**src/rtl/branch_compare_seq_if.sv**
```systemverilog
// Handshake and operand bundle between the branch stall logic and the
// iterative comparator.
interface branch_compare_seq_if #(
  parameter int W = 32
);
  logic         start;
  logic [W-1:0] rs1_data;
  logic [W-1:0] rs2_data;
  logic         br_un;
  logic         busy;
  logic         done;
  logic         br_eq;
  logic         br_lt;

  modport master (
    output start, rs1_data, rs2_data, br_un,
    input  busy, done, br_eq, br_lt
  );

  modport slave (
    input  start, rs1_data, rs2_data, br_un,
    output busy, done, br_eq, br_lt
  );
endinterface

```
**src/rtl/branch_compare_seq.sv**
```systemverilog
// Iterative branch comparator: walks the operands STEP bits per cycle from the
// MSB chunk and stops at the first differing chunk.
module branch_compare_seq #(
  parameter int W    = 32,
  parameter int STEP = 4
) (
  input  logic                  clk,
  input  logic                  rst_n,
  branch_compare_seq_if.slave   bus
);

  localparam int N  = W / STEP;
  localparam int KW = (N > 1) ? $clog2(N) : 1;
  localparam logic [KW-1:0] K_LAST = KW'(N - 1);

  typedef enum logic [1:0] {
    S_IDLE,
    S_CMP,
    S_DONE
  } state_t;

  state_t          r_state;
  state_t          w_state_nxt;
  logic [W-1:0]    r_a;
  logic [W-1:0]    r_b;
  logic [KW-1:0]   r_k;
  logic            r_eq;
  logic            r_lt;

  logic            w_load;
  logic            w_decide;
  logic            w_eq_nxt;
  logic            w_lt_nxt;
  logic [STEP-1:0] w_a_chunk;
  logic [STEP-1:0] w_b_chunk;

  assign w_a_chunk = r_a[(W - 1) - int'(r_k) * STEP -: STEP];
  assign w_b_chunk = r_b[(W - 1) - int'(r_k) * STEP -: STEP];

  always_ff @(posedge clk or negedge rst_n) begin
    if (!rst_n) begin
      r_state <= S_IDLE;
    end else begin
      r_state <= w_state_nxt;
    end
  end

  always_comb begin
    // NOTE: every output of this block is defaulted first so no path can
    // leave one unassigned and infer a latch.
    w_state_nxt = r_state;
    w_load      = 1'b0;
    w_decide    = 1'b0;
    w_eq_nxt    = r_eq;
    w_lt_nxt    = r_lt;
    case (r_state)
      S_IDLE: begin
        if (bus.start) begin
          w_load      = 1'b1;
          w_state_nxt = S_CMP;
        end
      end
      S_CMP: begin
        if (w_a_chunk != w_b_chunk) begin
          w_decide    = 1'b1;
          w_eq_nxt    = 1'b0;
          w_lt_nxt    = (w_a_chunk < w_b_chunk);
          w_state_nxt = S_DONE;
        end else if (r_k == K_LAST) begin
          w_decide    = 1'b1;
          w_eq_nxt    = 1'b1;
          w_lt_nxt    = 1'b0;
          w_state_nxt = S_DONE;
        end
      end
      S_DONE: begin
        if (bus.start) begin
          w_load      = 1'b1;
          w_state_nxt = S_CMP;
        end else begin
          w_state_nxt = S_IDLE;
        end
      end
      default: w_state_nxt = S_IDLE;
    endcase
  end

  // NOTE: the operand registers carry no reset; they are always loaded on the
  // start edge before the compare reads them.
  // Flipping the sign bits maps two's-complement order onto unsigned order.
  always_ff @(posedge clk) begin
    if (w_load) begin
      r_a <= {bus.rs1_data[W-1] ^ ~bus.br_un, bus.rs1_data[W-2:0]};
      r_b <= {bus.rs2_data[W-1] ^ ~bus.br_un, bus.rs2_data[W-2:0]};
    end
  end

  always_ff @(posedge clk or negedge rst_n) begin
    if (!rst_n) begin
      r_k  <= '0;
      r_eq <= 1'b0;
      r_lt <= 1'b0;
    end else begin
      if (w_load) begin
        r_k <= '0;
      end else if (r_state == S_CMP && !w_decide) begin
        r_k <= r_k + KW'(1);
      end
      if (w_decide) begin
        r_eq <= w_eq_nxt;
        r_lt <= w_lt_nxt;
      end
    end
  end

  assign bus.busy  = (r_state == S_CMP);
  assign bus.done  = (r_state == S_DONE);
  assign bus.br_eq = r_eq;
  assign bus.br_lt = r_lt;

endmodule
```
**src/flat_wrapper.sv**
```systemverilog
// flat-port wrapper written by rule: the top's interface ports become plain ports
module branch_compare_seq_flat 
#(
  parameter int W    = 32,
  parameter int STEP = 4
)
  (clk, rst_n, bus_start, bus_rs1_data, bus_rs2_data, bus_br_un, bus_busy, bus_done, bus_br_eq, bus_br_lt);
  branch_compare_seq_if #(.W(W)) bus_i ();
  input  logic clk;
  input  logic rst_n;
  input wire logic [$bits(bus_i.start)-1:0] bus_start;
  input wire logic [$bits(bus_i.rs1_data)-1:0] bus_rs1_data;
  input wire logic [$bits(bus_i.rs2_data)-1:0] bus_rs2_data;
  input wire logic [$bits(bus_i.br_un)-1:0] bus_br_un;
  output wire logic [$bits(bus_i.busy)-1:0] bus_busy;
  output wire logic [$bits(bus_i.done)-1:0] bus_done;
  output wire logic [$bits(bus_i.br_eq)-1:0] bus_br_eq;
  output wire logic [$bits(bus_i.br_lt)-1:0] bus_br_lt;
  assign bus_i.start = bus_start;
  assign bus_i.rs1_data = bus_rs1_data;
  assign bus_i.rs2_data = bus_rs2_data;
  assign bus_i.br_un = bus_br_un;
  assign bus_busy = bus_i.busy;
  assign bus_done = bus_i.done;
  assign bus_br_eq = bus_i.br_eq;
  assign bus_br_lt = bus_i.br_lt;
  branch_compare_seq #(.W(W), .STEP(STEP)) u_core (.clk(clk), .rst_n(rst_n), .bus(bus_i));
endmodule
```
**config.mk**
```make
export PLATFORM = sky130hd
export DESIGN_NAME = branch_compare_seq_flat
export DESIGN_NICKNAME = d
export VERILOG_FILES = /design/src/rtl/branch_compare_seq_if.sv /design/src/rtl/branch_compare_seq.sv /design/src/flat_wrapper.sv
export SDC_FILE = /design/constraint.sdc
export NUM_CORES = 1
export LEC_CHECK = 0
export BUFFER_PORTS_ARGS = -buffer_cell sky130_fd_sc_hd__clkbuf_2
export CORE_MARGIN = 8
export CORE_UTILIZATION = 52
export DETAILED_ROUTE_END_ITERATION = 12
export HOLD_SLACK_MARGIN = 0.12
export PLACE_DENSITY = 0.78
export SYNTH_ARGS = -nofsm -noshare
export SYNTH_HDL_FRONTEND = slang
export SYNTH_SLANG_ARGS = --single-unit
```
**constraint.sdc**
```tcl
create_clock -name clk -period 3.15 [get_ports clk]
set_input_delay 0.315 -clock clk [delete_from_list [all_inputs] [get_ports clk]]
set_output_delay 0.315 -clock clk [all_outputs]
set_load 0.01 [all_outputs]
```
==> impl_metrics.csv <==
group,metric,value,unit
setup_path,required,3360,ps
detailed_routing,num_vias,1484,
clocking,cts-htree-levels,3,
synth,synth_simple_gate_area_share,0.0289,
floorplan,die_area,8120,um^2
synth,synth.cell_area,2860,um^2
cells_and_area,design_area,3480,um^2
synth,synth-xor-area-share,0.00613,
synth,seq_area_frac_synth,0.734,
power,peakVddDrop,0.371,mV
floorplan,start_util,0.529,
place,placed_cell_area,3290,um^2
floorplan,die_h,90.1,um
synth,synth_top_cell_area_share,0.673,
synth,syn_area_per_cell,20.9,um^2
setup_path,critical_path.top_delay_family,"multiplexers",
sta,maxSlewViolCount,0,
setup_path,setup.worst_path.end_class,"register",
grt,grt_pass1_vias,1787,
place,dp_hpwl,3820,um
cells_and_area,final_cells,293,
synth,synth_area_leaders,"edfxtp_1, mux4_2, dfrtp_1",
detailed_routing,routed_via_density,5.06,
setup_path,crit_top_cell,"mux2i_1",
cells_and_area,n_antenna_cell,0,
sta,hold_viol,0,
clocking,clk_pin_slew,70,ps
detailed_routing,drc,0,
floorplan,ioPinCount,72,
sta,tightest_slew,704,ps
clocking,cts-root-buf,"clkbuf_8",
sta,tns,0,ps
clocking,postCtsResizedCells,0,
place,dp_cells,276,
setup_path,critPathKind,"register to register",
setup_path,cp.arrival,2910,ps
setup_path,slowest_delay,640,ps
clocking,clkLatencyLatePin,330,ps
synth,ys_types,23,
clocking,cts_buffer_depth,2,
grt,antenna_found_initial,0,
setup_path,crit_chain,"buf_4 -> mux4_2 -> mux2i_1 -> ha_1 -> nand4_1 -> or3_1 -> mux2i_1",
clocking,cts_sinks,71,
synth,synth_compound_area_frac,0.0114,
floorplan,die_x,90.1,um
synth,synth_top_family_by_area,"multiplexers",
grt,grt_pass1_wl,8400,um
setup_path,cp_max_fo,11,
detailed_routing,first_pass_iters,4,
sta,clock_skew,9.48,ps
sta,period_minus_slack,2700,ps
synth,yosys_warnings,0,
synth,synth_seq_cells,71,
grt,grt_start_max_net_pins,34,
synth,synth_fp_nets,211,
synth,syn_inst,137,
place,place.port_buffers,71,
grt,grt_usage,0.134,
sta,setup_viol,0,
sta,grt_setup_unrepaired,"false",
setup_path,worst-path-buf-inv,1,
outcome,outcome,"finished, final reports clean",
setup_path,r2r_slack,450,ps
synth,synth_mux_area_frac,0.174,
power,finalPower,1980,uW
cells_and_area,fin_util,0.643,
floorplan,core,5410,um^2
power,p_per_area,571,nW/um^2
floorplan,rows,27,
setup_path,critPathLaunchType,"register",
cells_and_area,layout-drive-gt1-share,0.457,
clocking,numCtsBuffers,9,
cells_and_area,syn_to_final_growth,21.6,%
power,p_leak,0.00138,uW
detailed_routing,wl_per_cell,17.8,um
clocking,cts_tree,"built",
detailed_routing,drtIter0Drc,137,
flow_run,cap_violations,0,
grt,grt_overflow,0,
sta,fmaxAchievable,370,MHz
setup_path,slowest_stage,"dfrtp_1",
sta,fin_crit_sh,0.859,
place,gp_congestion,0.770,
synth,yosysTopAreaCell,"edfxtp_1",
clocking,post-cts-setup-buffer-count,0,
min_path,hp-class,"input port to register",
detailed_routing,postRouteAntennaNets,0,
sta,slew_headroom,0.530,
synth,synth_fa_ha_area_frac,0.0263,
cells_and_area,layout.nets,290,
detailed_routing,wl,5220,um
==> synthesized netlist by cell type <==
cell type / n
a21oi_1: 2
a32o_1: 1
and4_1: 1
buf_2: 2
buf_6: 2
clkbuf_1: 3
dfrtp_1: 7
edfxtp_1: 64
ha_1: 6
inv_1: 3
mux2_2: 4
mux2i_1: 7
mux4_1: 6
mux4_2: 10
nand2_1: 6
nand2b_1: 3
nand4_1: 1
nor2_1: 2
nor2b_1: 2
o211ai_1: 1
o21ai_0: 1
or3_1: 1
xnor2_1: 2
==> report_power, final <==
part,switching (uW),total (uW),internal (uW)
sequential,26.7,1140,1120
combinational,105,220,115
clock,292,621,329
total,423,1980,1560
==> area by class of cell <==
| type | count | area (um^2) |
|---|---|---|
| sequential | 71 | 2100 |
| clock buffer | 15 | 166 |
| multi-input combinational | 56 | 706 |
| timing repair buffer | 75 | 400 |
| fill | 383 | 1930 |
| inverter | 3 | 11.3 |
| tap | 72 | 90.1 |
| clock inverter | 1 | 5.00 |
==> through the flow <==
stage,worst slack (ps),hold WS (ps)
after floorplan,752,19.4
after global placement,515,155
after detailed placement,434,159
after CTS,425,136
after global routing,229,137
final,445,159
==> logic make-up (layout without fill, tap and decap cells) <==
logic type	Yosys count	count (layout)
adder cells (fa/ha/maj)	6	6
XOR/XNOR	2	2
AO/OA/AOI/OAI	5	5
multiplexers	27	27
buffers and inverters	10	94
AND/OR/NAND/NOR	16	16
flip-flops	71	71
==> flip-flops by register name, summed over array words and instances, names as in the netlist <==
register and flops:
u_core.r_a 32, u_core.r_k 3, u_core.r_b 32, u_core.bus.br_lt 1, u_core.bus.br_eq 1, u_core.r_state 2
==> worst paths after layout <==
| check | depth (start not counted) | end | from |
|---|---|---|---|
| worst max register to register | 7 | u_core.r_k[0] | u_core.r_k[0] |
| worst min register to register | 1 | u_core.bus.br_lt | u_core.bus.br_lt |
| min in group asynchronous | 2 | u_core.r_k[0] | rst_n |
| max in group asynchronous | 2 | u_core.r_k[2] | rst_n |
| worst max-delay path | 7 | u_core.r_k[0] | u_core.r_k[0] |
| worst min-delay path | 1 | u_core.r_a[11] | bus_rs1_data[11] |
==> cell usage in the layout (no fill, tap or decap), types with 2 or more instances in the layout <==
master / netlist / final
clkbuf_2: 0 / 71
edfxtp_1: 64 / 64
clkbuf_8: 0 / 11
mux4_2: 10 / 10
mux2i_1: 7 / 7
dfrtp_1: 7 / 7
mux4_1: 6 / 6
nand2_1: 6 / 6
ha_1: 6 / 6
mux2_2: 4 / 4
clkbuf_1: 3 / 4
nand2b_1: 3 / 3
nor2b_1: 2 / 2
inv_1: 3 / 2
xnor2_1: 2 / 2
a21oi_1: 2 / 2
nor2_1: 2 / 2
buf_4: 0 / 2
==> per-layer routing <==
metal,wire length [um],GRT usage
met1,2120,0.149
met2,2690,0.225
met3,327,0.0515
met4,78,0.0596
met5,0,0
==> repair_timing <==
| action | CTS | global route |
|---|---|---|
| hold endpoints to repair | 7 | 0 |
| setup endpoints to repair | 0 | 0 |
| hold buffers | 1 | 0 |
Power figures use the tool's default switching activity.
